<file path="config.mk">
export PLATFORM = sky130hd
export DESIGN_NAME = cordic_engine
export DESIGN_NICKNAME = d
export VERILOG_FILES = /design/src/rtl/cordic_engine.sv
export SDC_FILE = /design/constraint.sdc
export NUM_CORES = 1
export LEC_CHECK = 0
export ABC_AREA = 1
export BUFFER_PORTS_ARGS = -buffer_cell sky130_fd_sc_hd__buf_2
export CORE_ASPECT_RATIO = 0.5
export CORE_MARGIN = 5
export CORE_UTILIZATION = 34
export CTS_CLUSTER_DIAMETER = 60
export DETAILED_ROUTE_END_ITERATION = 8
export SLEW_MARGIN = 10
export SYNTH_ARGS = -nofsm -noshare
export SYNTH_HDL_FRONTEND = slang
export SYNTH_SLANG_ARGS = --single-unit
</file>
<file path="constraint.sdc">
create_clock -name clk -period 4.3 [get_ports clk]
set_clock_uncertainty 0.15 [all_clocks]
set_input_delay 0.215 -clock clk [delete_from_list [all_inputs] [get_ports clk]]
set_output_delay 0.215 -clock clk [all_outputs]
set_load 0.03 [all_outputs]
</file>
<file path="src/rtl/cordic_engine.sv">
`default_nettype none
// ============================================================================
//  Module   : cordic_engine
//  Purpose  : Iterative CORDIC core. Full-circle angle range by quadrant
//             pre-fold, runtime rotation/vectoring mode, valid/ready on both
//             sides with output backpressure. One operation in flight.
//  Option   : CORDIC_GAIN_COMP_EN adds a GAIN state that removes the CORDIC
//             gain K from x/y before the result is presented.
//  Revision : 1.0  initial parametrised release
// ============================================================================
module cordic_engine #(
   parameter int XY_BITS    = 16,
   parameter int THETA_BITS = 16,
   parameter int ANG_FRAC   = 8,
   parameter int ITERATIONS = 16,
   parameter int GUARD_BITS = 2
) (
   input  logic                  clk,
   input  logic                  rst_n,
   input  logic                  mode_i,
   input  logic                  valid_in,
   output logic                  ready_out,
   input  logic [XY_BITS:0]      x_i,
   input  logic [XY_BITS:0]      y_i,
   input  logic [THETA_BITS:0]   theta_i,
   output logic                  valid_out,
   input  logic                  ready_in,
   output logic [XY_BITS:0]      x_o,
   output logic [XY_BITS:0]      y_o,
   output logic [THETA_BITS:0]   theta_o
);

   localparam int c_XW = XY_BITS + 1 + GUARD_BITS;
   localparam int c_TW = THETA_BITS + 2;
   localparam int c_CW = $clog2(ITERATIONS);

   localparam logic signed [c_TW-1:0] c_DEG90  = c_TW'(90 << ANG_FRAC);
   localparam logic signed [c_TW-1:0] c_DEG180 = c_TW'(180 << ANG_FRAC);
   localparam logic [c_CW-1:0]        c_LAST   = c_CW'(ITERATIONS - 1);

   // Symmetric x/y output limits: +/-(2^XY_BITS - 1)
   localparam logic signed [c_XW-1:0] c_XMAX = c_XW'((64'd1 << XY_BITS) - 64'd1);
   localparam logic signed [c_XW-1:0] c_XMIN = -c_XMAX;

   // round(atan(2^-idx) in degrees * 2^ANG_FRAC). atan is a Taylor series in
   // 2^-36 fixed point (x is a power of two, so every power is a shift), then
   // scaled by 180/pi held as 2^20 fixed point (60078979).
   function automatic logic signed [c_TW-1:0] atanVal(input int idx);
      logic [63:0] acc;
      logic [63:0] term;
      logic [63:0] deg;
      int          sh;
      acc = '0;
      for (int k = 0; k < 32; k++) begin
         sh = idx * (2 * k + 1);
         if (sh <= 36) begin
            term = (64'd1 << (36 - sh)) / 64'(2 * k + 1);
            if (k % 2 == 0) acc = acc + term;
            else            acc = acc - term;
         end
      end
      deg = acc * 64'd60078979;
      deg = (deg + (64'd1 << (55 - ANG_FRAC))) >> (56 - ANG_FRAC);
      if (idx == 0) return c_TW'(45 << ANG_FRAC);
      return c_TW'(deg);
   endfunction

   function automatic logic [XY_BITS:0] satXY(input logic signed [c_XW-1:0] v);
      if (v > c_XMAX) return c_XMAX[XY_BITS:0];
      if (v < c_XMIN) return c_XMIN[XY_BITS:0];
      return v[XY_BITS:0];
   endfunction

   // Internal theta carries one extra bit; clamp when it is not a sign copy.
   function automatic logic [THETA_BITS:0] satTh(input logic signed [c_TW-1:0] v);
      if (v[c_TW-1] != v[c_TW-2])
         return v[c_TW-1] ? {1'b1, {THETA_BITS{1'b0}}} : {1'b0, {THETA_BITS{1'b1}}};
      return v[THETA_BITS:0];
   endfunction

   typedef enum logic [1:0] {
      S_IDLE = 2'd0,
      S_ITER = 2'd1,
      S_GAIN = 2'd2,
      S_DONE = 2'd3
   } stateT;

   stateT                   r_state;
   stateT                   w_stateNext;
   logic signed [c_XW-1:0]  r_x;
   logic signed [c_XW-1:0]  r_y;
   logic signed [c_TW-1:0]  r_theta;
   logic                    r_mode;
   logic [c_CW-1:0]         r_cnt;
   logic [XY_BITS:0]        r_xOut;
   logic [XY_BITS:0]        r_yOut;
   logic [THETA_BITS:0]     r_thOut;

   logic signed [c_XW-1:0]  w_xIn, w_yIn, w_xFold, w_yFold;
   logic signed [c_TW-1:0]  w_thIn, w_thFold;
   logic signed [c_XW-1:0]  w_xSh, w_ySh, w_xNext, w_yNext;
   logic signed [c_TW-1:0]  w_thNext;
   logic                    w_dPos;
   logic                    w_last;
   logic signed [c_TW-1:0]  w_atanTab [ITERATIONS];

   for (genvar gi = 0; gi < ITERATIONS; gi++) begin : g_atan
      assign w_atanTab[gi] = atanVal(gi);
   end

   assign w_last = (r_cnt == c_LAST);

`ifdef CORDIC_GAIN_COMP_EN
   // round(2^(XY_BITS-1)/K): K^2 is accumulated as a product of (1+2^-2i)
   // in 2^20 fixed point, then an integer square root of 4*g^2 gives 2g.
   function automatic logic [XY_BITS:0] gainVal();
      logic [63:0] p;
      logic [63:0] num;
      logic [63:0] res;
      logic [63:0] bitv;
      p = 64'd1 << 20;
      for (int i = 0; i < ITERATIONS; i++) p = p + (p >> (2 * i));
      num  = (64'd1 << (2 * XY_BITS + 20)) / p;
      res  = '0;
      bitv = 64'd1 << 62;
      for (int j = 0; j < 32; j++) begin
         if (num >= res + bitv) begin
            num = num - (res + bitv);
            res = (res >> 1) + bitv;
         end else begin
            res = res >> 1;
         end
         bitv = bitv >> 2;
      end
      return (XY_BITS + 1)'((res + 64'd1) >> 1);
   endfunction

   localparam int c_PW = c_XW + XY_BITS + 2;
   localparam logic signed [c_PW-1:0] c_GAIN = c_PW'({1'b0, gainVal()});
   localparam logic signed [c_PW-1:0] c_HALF = c_PW'(64'd1 << (XY_BITS - 2));

   logic signed [c_PW-1:0] w_xRnd, w_yRnd;
   logic signed [c_XW-1:0] w_xGain, w_yGain;

   // Gain removal: multiply by 1/K in Q(XY_BITS-1), round half up, drop fraction
   always_comb begin
      w_xRnd  = c_PW'(r_x) * c_GAIN + c_HALF;
      w_yRnd  = c_PW'(r_y) * c_GAIN + c_HALF;
      w_xGain = w_xRnd[XY_BITS-1 +: c_XW];
      w_yGain = w_yRnd[XY_BITS-1 +: c_XW];
   end
`endif

   // Operand pre-fold into the +/-90 degree convergence range
   always_comb begin
      w_xIn    = c_XW'($signed(x_i));
      w_yIn    = c_XW'($signed(y_i));
      w_thIn   = c_TW'($signed(theta_i));
      w_xFold  = w_xIn;
      w_yFold  = w_yIn;
      w_thFold = w_thIn;
      if (mode_i) begin
         if (w_xIn[c_XW-1]) begin
            w_xFold  = -w_xIn;
            w_yFold  = -w_yIn;
            w_thFold = y_i[XY_BITS] ? -c_DEG180 : c_DEG180;
         end
      end else if (w_thIn > c_DEG90) begin
         w_xFold  = -w_xIn;
         w_yFold  = -w_yIn;
         w_thFold = w_thIn - c_DEG180;
      end else if (w_thIn < -c_DEG90) begin
         w_xFold  = -w_xIn;
         w_yFold  = -w_yIn;
         w_thFold = w_thIn + c_DEG180;
      end
   end

   // One micro-rotation at index r_cnt; zero counts as positive for direction
   always_comb begin
      w_xSh  = r_x >>> r_cnt;
      w_ySh  = r_y >>> r_cnt;
      w_dPos = r_mode ? r_y[c_XW-1] : ~r_theta[c_TW-1];
      if (w_dPos) begin
         w_xNext  = r_x - w_ySh;
         w_yNext  = r_y + w_xSh;
         w_thNext = r_theta - w_atanTab[r_cnt];
      end else begin
         w_xNext  = r_x + w_ySh;
         w_yNext  = r_y - w_xSh;
         w_thNext = r_theta + w_atanTab[r_cnt];
      end
   end

   // State register
   always_ff @(posedge clk or negedge rst_n) begin
      if (!rst_n) r_state <= S_IDLE;
      else        r_state <= w_stateNext;
   end

   // Next-state and handshake outputs
   always_comb begin
      w_stateNext = r_state;
      ready_out   = 1'b0;
      valid_out   = 1'b0;
      case (r_state)
         S_IDLE: begin
            ready_out = 1'b1;
            if (valid_in) w_stateNext = S_ITER;
         end
         S_ITER: begin
`ifdef CORDIC_GAIN_COMP_EN
            if (w_last) w_stateNext = S_GAIN;
`else
            if (w_last) w_stateNext = S_DONE;
`endif
         end
         S_GAIN: w_stateNext = S_DONE;
         S_DONE: begin
            valid_out = 1'b1;
            if (ready_in) w_stateNext = S_IDLE;
         end
         default: w_stateNext = S_IDLE;
      endcase
   end

   // Datapath: capture on accept, iterate, load result registers on entry to DONE
   always_ff @(posedge clk or negedge rst_n) begin
      if (!rst_n) begin
         r_x     <= '0;
         r_y     <= '0;
         r_theta <= '0;
         r_mode  <= 1'b0;
         r_cnt   <= '0;
         r_xOut  <= '0;
         r_yOut  <= '0;
         r_thOut <= '0;
      end else begin
         case (r_state)
            S_IDLE: begin
               if (valid_in) begin
                  r_x     <= w_xFold;
                  r_y     <= w_yFold;
                  r_theta <= w_thFold;
                  r_mode  <= mode_i;
                  r_cnt   <= '0;
               end
            end
            S_ITER: begin
               r_x     <= w_xNext;
               r_y     <= w_yNext;
               r_theta <= w_thNext;
               r_cnt   <= w_last ? '0 : r_cnt + 1'b1;
`ifndef CORDIC_GAIN_COMP_EN
               if (w_last) begin
                  r_xOut  <= satXY(w_xNext);
                  r_yOut  <= satXY(w_yNext);
                  r_thOut <= satTh(w_thNext);
               end
`endif
            end
`ifdef CORDIC_GAIN_COMP_EN
            S_GAIN: begin
               r_xOut  <= satXY(w_xGain);
               r_yOut  <= satXY(w_yGain);
               r_thOut <= satTh(r_theta);
            end
`endif
            default: ;
         endcase
      end
   end

   assign x_o     = r_xOut;
   assign y_o     = r_yOut;
   assign theta_o = r_thOut;

endmodule
`default_nettype wire

</file>
==> impl_metrics.yaml, run 1 <==
run_status:
  status: "finished with violations"
  violations: "setup timing"
detailed_routing:
  drc: 0
  postRouteAntennaNets: 0
  routed_via_density: 5.17
  dr.pass1.iters: 6
  drt-total-wl_um: 50500
  drtIter0Drc: 1413
  num_vias: 15500
  wl_per_cell_um: 16.8
setup_path:
  cp.required_ns: 4.46
  end_kind: "flip-flop"
  startpoint_type: "flip-flop"
  r2r_setup_slack_ns: -0.29
  r2r.worst_path.cells: 27
  r2r-end: "y_o[8]"
  critPathMaxFanout: 8
  worstPathArrival_ns: 4.75
  r2r_start: "r_cnt[0]"
  worstSetupPathType: "reg -> reg"
cells_and_area:
  fill_cells: 3810
  finish.utilization: 0.484
  drive_above_1_share: 0.296
  multi_input_area_mm2: 0.00947
  nNetsFinal: 2635
  fin_cells: 3006
  num_antenna_cells: 0
  area_growth_pct: 41.2
  seqCellArea_mm2: 0.00285
synth:
  syn-num-nets: 2184
  synth_most_common_cell: "nand2_1"
  synth_compound_area_frac: 0.159
  netlist.area_leader.share: 0.224
  synth_edf_count: 0
  synthSimpleGateAreaFrac: 0.382
  avgSynthCellArea_um2: 6.22
  yosysUniqueCellTypes: 56
  synthTopCellsByCount: "nand2_1, nand3_1, inv_1, nor2_1, o21ai_0"
  synth_fa_ha_area_frac: 0.0803
  post_synth_instance_area_mm2: 0.0127
  yosys_warnings: 0
  synth-xor-area-share: 0.0630
  ys_top_cells_by_area: "dfrtp_1, nand2_1, nand3_1"
  async_reset_ff_frac: 1.00
  yosysSeqAreaShare: 0.224
  synth_top_area_cell: "dfrtp_1"
  syn_inst: 2048
  synth_mux_area_frac: 0
  synth_top_family_by_area: "simple AND/OR/NAND/NOR gates"
  yosys_most_used_dff: "dfrtp_1"
  ys_ff_latch: 114
floorplanning:
  core_mm2: 0.0372
  row_count: 50
  die_h_um: 147
  die_area_mm2: 0.0417
  ios: 109
  start_util: 0.342
  fp.dieW_um: 284
global_routing:
  grt_start_max_net_pins: 63
  grt_pass1_wl_um: 78900
  track_usage: 0.232
  grt_antenna_before_repair: 1
  grt_overflow: 0
  grt_pass1_vias: 14600
timing:
  finalSetupTns_ns: -11.79
  timing.final.ws_setup_ns: -0.291
  period_share: 1.07
  hold_violations: 0
  rsz0062_at_grt: "true"
  tightest_slew_ns: 0.792
  layout_min_cycle_time_ns: 4.59
  max_freq_mhz: 218
  setup-violations-final: 60
  maxSlewHeadroom: 0.472
  slew_violations: 0
cts:
  tritoncts: "yes"
  cts_buffer_depth: 2
  numCtsBuffers: 17
  clkTransAtPathRegs_ns: 0.06
  cts.sinks: 114
  htree_levels: 4
  root_buffer: "clkbuf_16"
  clk_latency_ns: 0.42
run:
  max_cap_viol_count: 0
worst_hold_path:
  min_path_cells: 3
  min_from: "theta_i[3]"
  hold_end: "r_theta[3]"
  hp-class: "in -> reg"
placement:
  dp.cells: 2945
  hpwl_um: 39300
  place.gp.congestion: 0.948
  port_buffers: 108
-- layout make-up --
class,instances,area share
multi-input combinational,1663,0.526
clock buffer,24,0.0273
timing repair buffer,506,0.205
timing repair inverter,2,0.000973
inverter,195,0.0414
tap,494,0.0343
clock inverter,8,0.00688
sequential,114,0.159
-- state kept, by name, indices dropped and copies added (netlist names) --
register / cells
y_o: 17
r_state: 2
r_cnt: 4
r_y: 19
r_x: 19
r_mode: 1
theta_o: 17
r_theta: 18
x_o: 17
-- what timing repair did --
item / 4_1_cts / 5_1_grt
buffers inserted: 11 / 5
hold buffers: 8 / 0
gates resized for setup: 81 / 79
gates cloned: 3 / 2
hold endpoints to repair: 59 / 0
endpoints found under the setup margin: 64 / 73
pin swaps: 21 / 21
-- how the worst max path moves through the flow --
stage | start | end | slack [ns] | cells past startpoint
2_1_floorplan | r_cnt[0] | theta_o[10] | -0.04 | 29
3_3_place_gp | r_cnt[0] | y_o[9] | -0.41 | 28
3_5_place_dp | r_cnt[0] | y_o[8] | -0.48 | 28
4_1_cts | r_cnt[0] | y_o[8] | -0.18 | 29
5_1_grt | r_cnt[0] | y_o[15] | -0.58 | 32
6_report | r_cnt[0] | y_o[8] | -0.29 | 27
-- stage by stage --
step | setup slack [ns] | hold slack [ns] | instance area, µm²
finish | -0.291 | 0.00588 | 18000
global route | -0.577 | 0.0335 | 18000
CTS | -0.176 | 0.00470 | 17600
detailed placement | -0.483 | 0.209 | 16500
global placement | -0.411 | 0.205 | 16500
floorplan | -0.0395 | -0.231 | 12900
-- cells by family after synthesis --
kind of cell	Yosys count
AND/OR/NAND/NOR	1141
buffers and inverters	274
flip-flops	114
adder cells (fa/ha/maj)	80
AO/OA/AOI/OAI	349
XOR/XNOR	90
-- worst max-delay path, cell delays in order (launching register included) --
cell and delay, ns:
dfrtp_2 0.50, clkinv_8 0.11, buf_6 0.15, nand2_1 0.08
nand3_2 0.08, nand3_2 0.07, nand4_1 0.14, o21a_1 0.19
inv_2 0.07, ha_2 0.18, nand3_1 0.09, nor2_2 0.16
nand2_2 0.13, o31ai_4 0.21, xnor2_1 0.12, ha_1 0.36
inv_1 0.10, nor4_4 0.33, nand2_1 0.12, or2_2 0.32
o311ai_2 0.10, inv_1 0.13, nand3_4 0.15, nand3_4 0.16
nand2_1 0.10, nand2_1 0.05, nand2_1 0.05, nand2_1 0.06
-- cells in the final DEF (no fill, tap or decap), drive strengths merged, types with 4 or more instances in the layout --
| cell | n |
|---|---|
| nor3 | 23 |
| nand3 | 231 |
| a31oi | 16 |
| nor2 | 163 |
| clkinv | 5 |
| o21ai | 133 |
| xnor2 | 24 |
| a21o | 6 |
| o22ai | 4 |
| a21oi | 130 |
| inv | 195 |
| o2111ai | 4 |
| o31ai | 11 |
| nand2 | 679 |
| xor2 | 66 |
| dfrtp | 114 |
| or2 | 9 |
| clkbuf | 24 |
| buf | 498 |
| nand3b | 5 |
| o211ai | 27 |
| nand4 | 18 |
| dlygate4sd3 | 8 |
| a221oi | 4 |
| ha | 77 |
| nor4 | 11 |
-- layer usage --
metal / routed length [µm] / vias to the layer above / GRT usage
met1: 24200 / 7300 / 0.338
met2: 21500 / 501 / 0.353
li1: - / 7669 / -
met5: 0 / - / 0
met4: 1140 / 0 / 0.0609
met3: 3580 / 57 / 0.0448
Power of run 1 is left out: the tool's default activity adds up to more than one toggle a clock period on the data nets, which glitch-free logic cannot reach.
==> inputs of run 2 (changes only) <==
BUFFER_PORTS_ARGS = -buffer_cell sky130_fd_sc_hd__clkbuf_2   (was -buffer_cell sky130_fd_sc_hd__buf_2)
CORE_UTILIZATION = 37   (was 34)
GPL_TIMING_DRIVEN = 0   (was default)
==> run 2 against run 1 <==
Compared with the run above:
- the run still ends with setup timing left
- core utilization is 1.5 points higher
- final cell count is 8.6% lower
- global-route usage is 3.9 points higher
- clock-buffer cell count is 1 lower
- final area is 5.1% lower
- highest routed layer unchanged
- worst setup slack worse by 0.11 ns
- register-to-register slack worse by 0.11 ns
- critical path depth is 4 higher
- die area is 7.7% lower
- maximum frequency is 2.3% lower
- routed wire length is 8.1% higher
==> impl_metrics.yaml, run 2 (same netlist as run 1, synthesis figures left out) <==
timing:
  hold_violations: 0
  period_share: 1.09
  layout_min_cycle_time_ns: 4.70
  maxSlewHeadroom: 0.365
  max_freq_mhz: 213
  setup-violations-final: 56
  rsz0062_at_grt: "true"
  timing.final.ws_setup_ns: -0.397
  fin_hold_ws_ns: 0.00821
  finalSetupTns_ns: -16.61
  slew_violations: 0
  tightest_slew_ns: 0.953
run:
  max_cap_viol_count: 0
cells_and_area:
  finalInstanceArea_mm2: 0.0171
  nNetsFinal: 2421
  num_antenna_cells: 0
  mostFrequentLayoutCells: "nand2_1, nand3_1, inv_1"
  final_common_cell: "nand2_1"
  area_growth_pct: 34.0
  largestRegisters: "r_x (19), r_y (19), r_theta (18)"
  drive_above_1_share: 0.269
detailed_routing:
  num_vias: 15300
  drc: 0
  dr.pass1.iters: 7
  wl_per_cell_um: 19.9
  drtIter0Drc: 1687
  drt-total-wl_um: 54500
  routed_via_density: 5.59
  postRouteAntennaNets: 0
global_routing:
  grt_pass1_vias: 14300
  grt_overflow: 0
  grt_start_max_net_pins: 59
  grt_pass1_wl_um: 81600
  grt_antenna_before_repair: 0
  track_usage: 0.271
cts:
  cts_buffer_depth: 2
  clkTransAtPathRegs_ns: 0.06
  clk_latency_ns: 0.44
  tritoncts: "yes"
  root_buffer: "clkbuf_16"
  cts.sinks: 114
  htree_levels: 4
  numCtsBuffers: 17
placement:
  hpwl_um: 41400
  place.gp.congestion: 0.986
  port_buffers: 108
  dp_worst_setup_slack_ns: -1.51
  postPlaceCellArea_mm2: 0.0140
floorplanning:
  die_area_mm2: 0.0385
  start_util: 0.372
  ios: 109
  row_count: 48
  die_h_um: 141
  core_mm2: 0.0342
  fp.dieW_um: 272
setup_path:
  end_kind: "flip-flop"
  crit_top_cell: "nand2_1"
  critPathMaxFanout: 8
  worstPathArrival_ns: 4.87
  startpoint_type: "flip-flop"
  cp_slowest_stage_delay_ns: 0.41
  worstSetupPathType: "reg -> reg"
  crit_slowest_cell: "dfrtp_1"
  cp.required_ns: 4.47
worst_hold_path:
  hp-class: "in -> reg"
run_status:
  status: "finished with violations"
  violations: "setup timing"
[run 2: cell count changes in the layout (fill, tap and decap cells not counted), sizes merged]
cell	delta
buf	-352
clkinvlp	+2
dlygate4sd3	-1
clkbuf	+142
inv	-4
nand3	-1
bufbuf	+1
nand2	-2
[run 2: metrics by stage]
| stage | std cells | util |
|---|---|---|
| 2_1_floorplan | 2048 | - |
| 3_3_place_gp | 2606 | 0.408 |
| 3_5_place_dp | 2607 | 0.409 |
| 4_1_cts | 2717 | 0.469 |
| 5_1_grt | 2747 | 0.499 |
| 6_report | 2747 | 0.499 |
[run 2: critical path: cells and delay by family (launching register included)]
family / cells / cell delay, ns
flip-flops: 1 / 0.41
AO/OA/AOI/OAI: 5 / 0.76
buffers and inverters: 6 / 0.88
adder cells (fa/ha/maj): 2 / 0.44
AND/OR/NAND/NOR: 16 / 1.46
XOR/XNOR: 2 / 0.47
[run 2: worst paths after layout]
kind	to	cells past startpoint	slack, ns	start
max	y_o[2]	31	-0.40	r_cnt[0]
min	r_x[4]	4	0.008	x_i[4]
max reg2reg	y_o[2]	31	-0.40	r_cnt[0]
min reg2reg	theta_o[8]	2	0.32	theta_o[8]
max in group asynchronous	r_x[6]	3	3.15	rst_n
min in group asynchronous	theta_o[0]	2	0.16	rst_n
[run 2: layout make-up]
type,instances,area (µm²)
plain buffers,78,552
clock buffers,23,488
clock inverters,8,126
fillers,3454,17200
inverters,195,759
multi-input cells,1660,10200
flip-flops and latches,114,2860
well taps,450,563
repair buffers,219,1560
[run 2: metal layers]
| metal | track usage | vias up | part of all wire |
|---|---|---|---|
| met5 | 0 | - | 0 |
| met1 | 0.391 | 7298 | 0.46 |
| met2 | 0.402 | 711 | 0.42 |
| li1 | - | 7228 | - |
| met3 | 0.0594 | 109 | 0.094 |
| met4 | 0.0882 | 0 | 0.030 |
[run 2: timing repair]
action	CTS	global route
buffers inserted	67	30
setup endpoints to repair	93	78
gates resized for setup	195	190
pin swaps	77	74
gates cloned	6	0
endpoints found under the hold margin	62	0
hold buffers	7	0
Power of run 2 is left out for the same reason.
==> inputs of run 3 (changes only) <==
CORE_MARGIN = default   (was 5)
PLACE_DENSITY_LB_ADDON = 0.2   (was default)
REMOVE_ABC_BUFFERS = 1   (was default)
==> run 3 against run 2 <==
Compared with the run above:
- non-clock buffer count shrank 76
- the run still ends with setup timing left
- final cell count shrank 2.8%
- core utilization grew 0.11 points
- routed wire length shrank 9.9%
- clock-buffer cell count shrank 5
- global-route usage grew 0.11 points
- final area shrank 2.0%
- sequential share of layout area grew 0.41 points
- worst setup slack lost 0.045 ns
- maximum frequency shrank 0.95%
- critical endpoint is now theta_o[12]
==> impl_metrics.yaml, run 3 (same netlist as run 1, synthesis figures left out) <==
run_status:
  status: "finished with violations"
  violations: "setup timing"
setup_path:
  worstSetupPathType: "reg -> reg"
  critPathMaxFanout: 8
  worstPathArrival_ns: 4.92
  r2r_setup_slack_ns: -0.44
  r2r.worst_path.cells: 27
  r2r_start: "r_cnt[1]"
  startpoint_type: "flip-flop"
  r2r-end: "theta_o[12]"
  cp.required_ns: 4.48
  end_kind: "flip-flop"
worst_hold_path:
  hp-class: "in -> reg"
  hold_end: "r_x[4]"
  min_path_cells: 4
  min_from: "x_i[4]"
global_routing:
  track_usage: 0.272
  grt_pass1_wl_um: 74900
  grt_antenna_before_repair: 0
  grt_start_max_net_pins: 84
  grt_overflow: 0
  grt_pass1_vias: 13500
cells_and_area:
  drive_above_1_share: 0.251
  final_common_cell: "nand2_1"
  area_growth_pct: 31.3
  largestRegisters: "r_x (19), r_y (19), r_theta (18)"
  nNetsFinal: 2352
  num_antenna_cells: 0
  finalInstanceArea_mm2: 0.0167
  mostFrequentLayoutCells: "nand2_1, nand3_1, inv_1"
  fill_cells: 3353
run:
  max_cap_viol_count: 0
timing:
  period_share: 1.10
  tightest_slew_ns: 1.18
  hold_violations: 0
  finalSetupTns_ns: -18.86
  timing.final.ws_setup_ns: -0.442
  setup-violations-final: 55
  layout_min_cycle_time_ns: 4.74
  rsz0062_at_grt: "true"
  slew_violations: 0
  maxSlewHeadroom: 0.211
  max_freq_mhz: 211
detailed_routing:
  postRouteAntennaNets: 0
  drc: 0
  wl_per_cell_um: 18.4
  dr.pass1.iters: 6
  drt-total-wl_um: 49100
  routed_via_density: 5.55
  drtIter0Drc: 1360
  num_vias: 14800
cts:
  cts_buffer_depth: 2
  tritoncts: "yes"
  clkTransAtPathRegs_ns: 0.06
  clk_latency_ns: 0.45
  numCtsBuffers: 17
  htree_levels: 4
  cts.sinks: 114
  root_buffer: "clkbuf_16"
placement:
  port_buffers: 108
  hpwl_um: 33900
  postPlaceCellArea_mm2: 0.0136
  dp_worst_setup_slack_ns: -3.05
  place.gp.congestion: 0.921
floorplanning:
  core_mm2: 0.0335
  ios: 109
  die_h_um: 133
  die_area_mm2: 0.0352
  row_count: 47
  fp.dieW_um: 264
  start_util: 0.381
-- run 3: cell types whose count changed in the layout (fill, tap and decap cells not counted), sizes merged --
cell         previous run  this run
nand3                 230       231
nand2                 677       680
bufinv                  3         5
clkinvlp                4         6
buf                   146        97
clkinv                  5         6
inv                   191       195
bufbuf                  1         0
dlygate4sd3             7        15
clkbuf                166       127
-- run 3: metal layers --
| layer | GRT usage | share of wire | vias up |
|---|---|---|---|
| met3 | 0.0688 | 0.089 | 53 |
| met1 | 0.397 | 0.47 | 7131 |
| li1 | - | - | 7119 |
| met4 | 0.0591 | 0.013 | 0 |
| met2 | 0.399 | 0.43 | 511 |
| met5 | 0 | 0 | - |
-- run 3: what timing repair did --
| action | CTS | global route |
|---|---|---|
| hold endpoints to repair | 128 | 0 |
| hold buffers | 15 | 0 |
| gates resized for setup | 156 | 211 |
| endpoints found under the setup margin | 104 | 76 |
| cloned | 9 | 1 |
| pin swaps | 46 | 84 |
| setup buffers | 51 | 36 |
-- run 3: critical path, cell delays in order, from the launching register on --
cell and delay (ns):
dfrtp_4 0.47, clkinvlp_4 0.18, buf_6 0.16, ha_4 0.16
inv_4 0.06, nand2_4 0.05, a22oi_4 0.20, ha_4 0.18
nand3_4 0.07, nor3_4 0.14, inv_2 0.10, o31ai_4 0.18
xor2_1 0.20, inv_1 0.11, ha_4 0.26, a21oi_1 0.11
a21boi_2 0.20, a21oi_2 0.08, a211oi_2 0.21, o31ai_2 0.10
xor2_1 0.27, inv_2 0.10, ha_4 0.30, clkinvlp_4 0.20
nand2_4 0.21, nand2_1 0.07, nand2_1 0.06, nand2_1 0.05
-- run 3: how the worst max path moves through the flow --
stage / start / to / slack, ns / depth (start not counted)
3_5_place_dp: r_cnt[1] / theta_o[11] / -3.05 / 26
6_report: r_cnt[1] / theta_o[12] / -0.44 / 27
4_1_cts: r_cnt[1] / y_o[3] / -0.38 / 27
5_1_grt: r_cnt[1] / theta_o[9] / -0.64 / 30
2_1_floorplan: r_state[1] / r_theta[3] / -2.45 / 7
3_3_place_gp: r_state[1] / r_x[18] / -8.18 / 8
-- run 3: layout make-up --
type / instances / area (µm²) / share of cell area
clock buffers: 18 / 429 / 0.0256
clock inverters: 14 / 201 / 0.0120
inverters: 195 / 802 / 0.0479
multi-input cells: 1664 / 10100 / 0.604
flip-flops and latches: 114 / 2870 / 0.171
well taps: 441 / 552 / 0.0330
repair buffers: 221 / 1740 / 0.104
repair inverters: 3 / 31.3 / 0.00187
-- run 3: metrics by stage --
step | cells | hold WS [ns] | util
5_1_grt | 2670 | 0.0191 | 0.500
6_report | 2670 | 0.00688 | 0.500
3_5_place_dp | 2526 | -0.0109 | 0.407
2_1_floorplan | 1969 | -0.231 | -
4_1_cts | 2633 | 0.00312 | 0.466
3_3_place_gp | 2518 | 0.308 | 0.400
Power of run 3 is left out for the same reason.
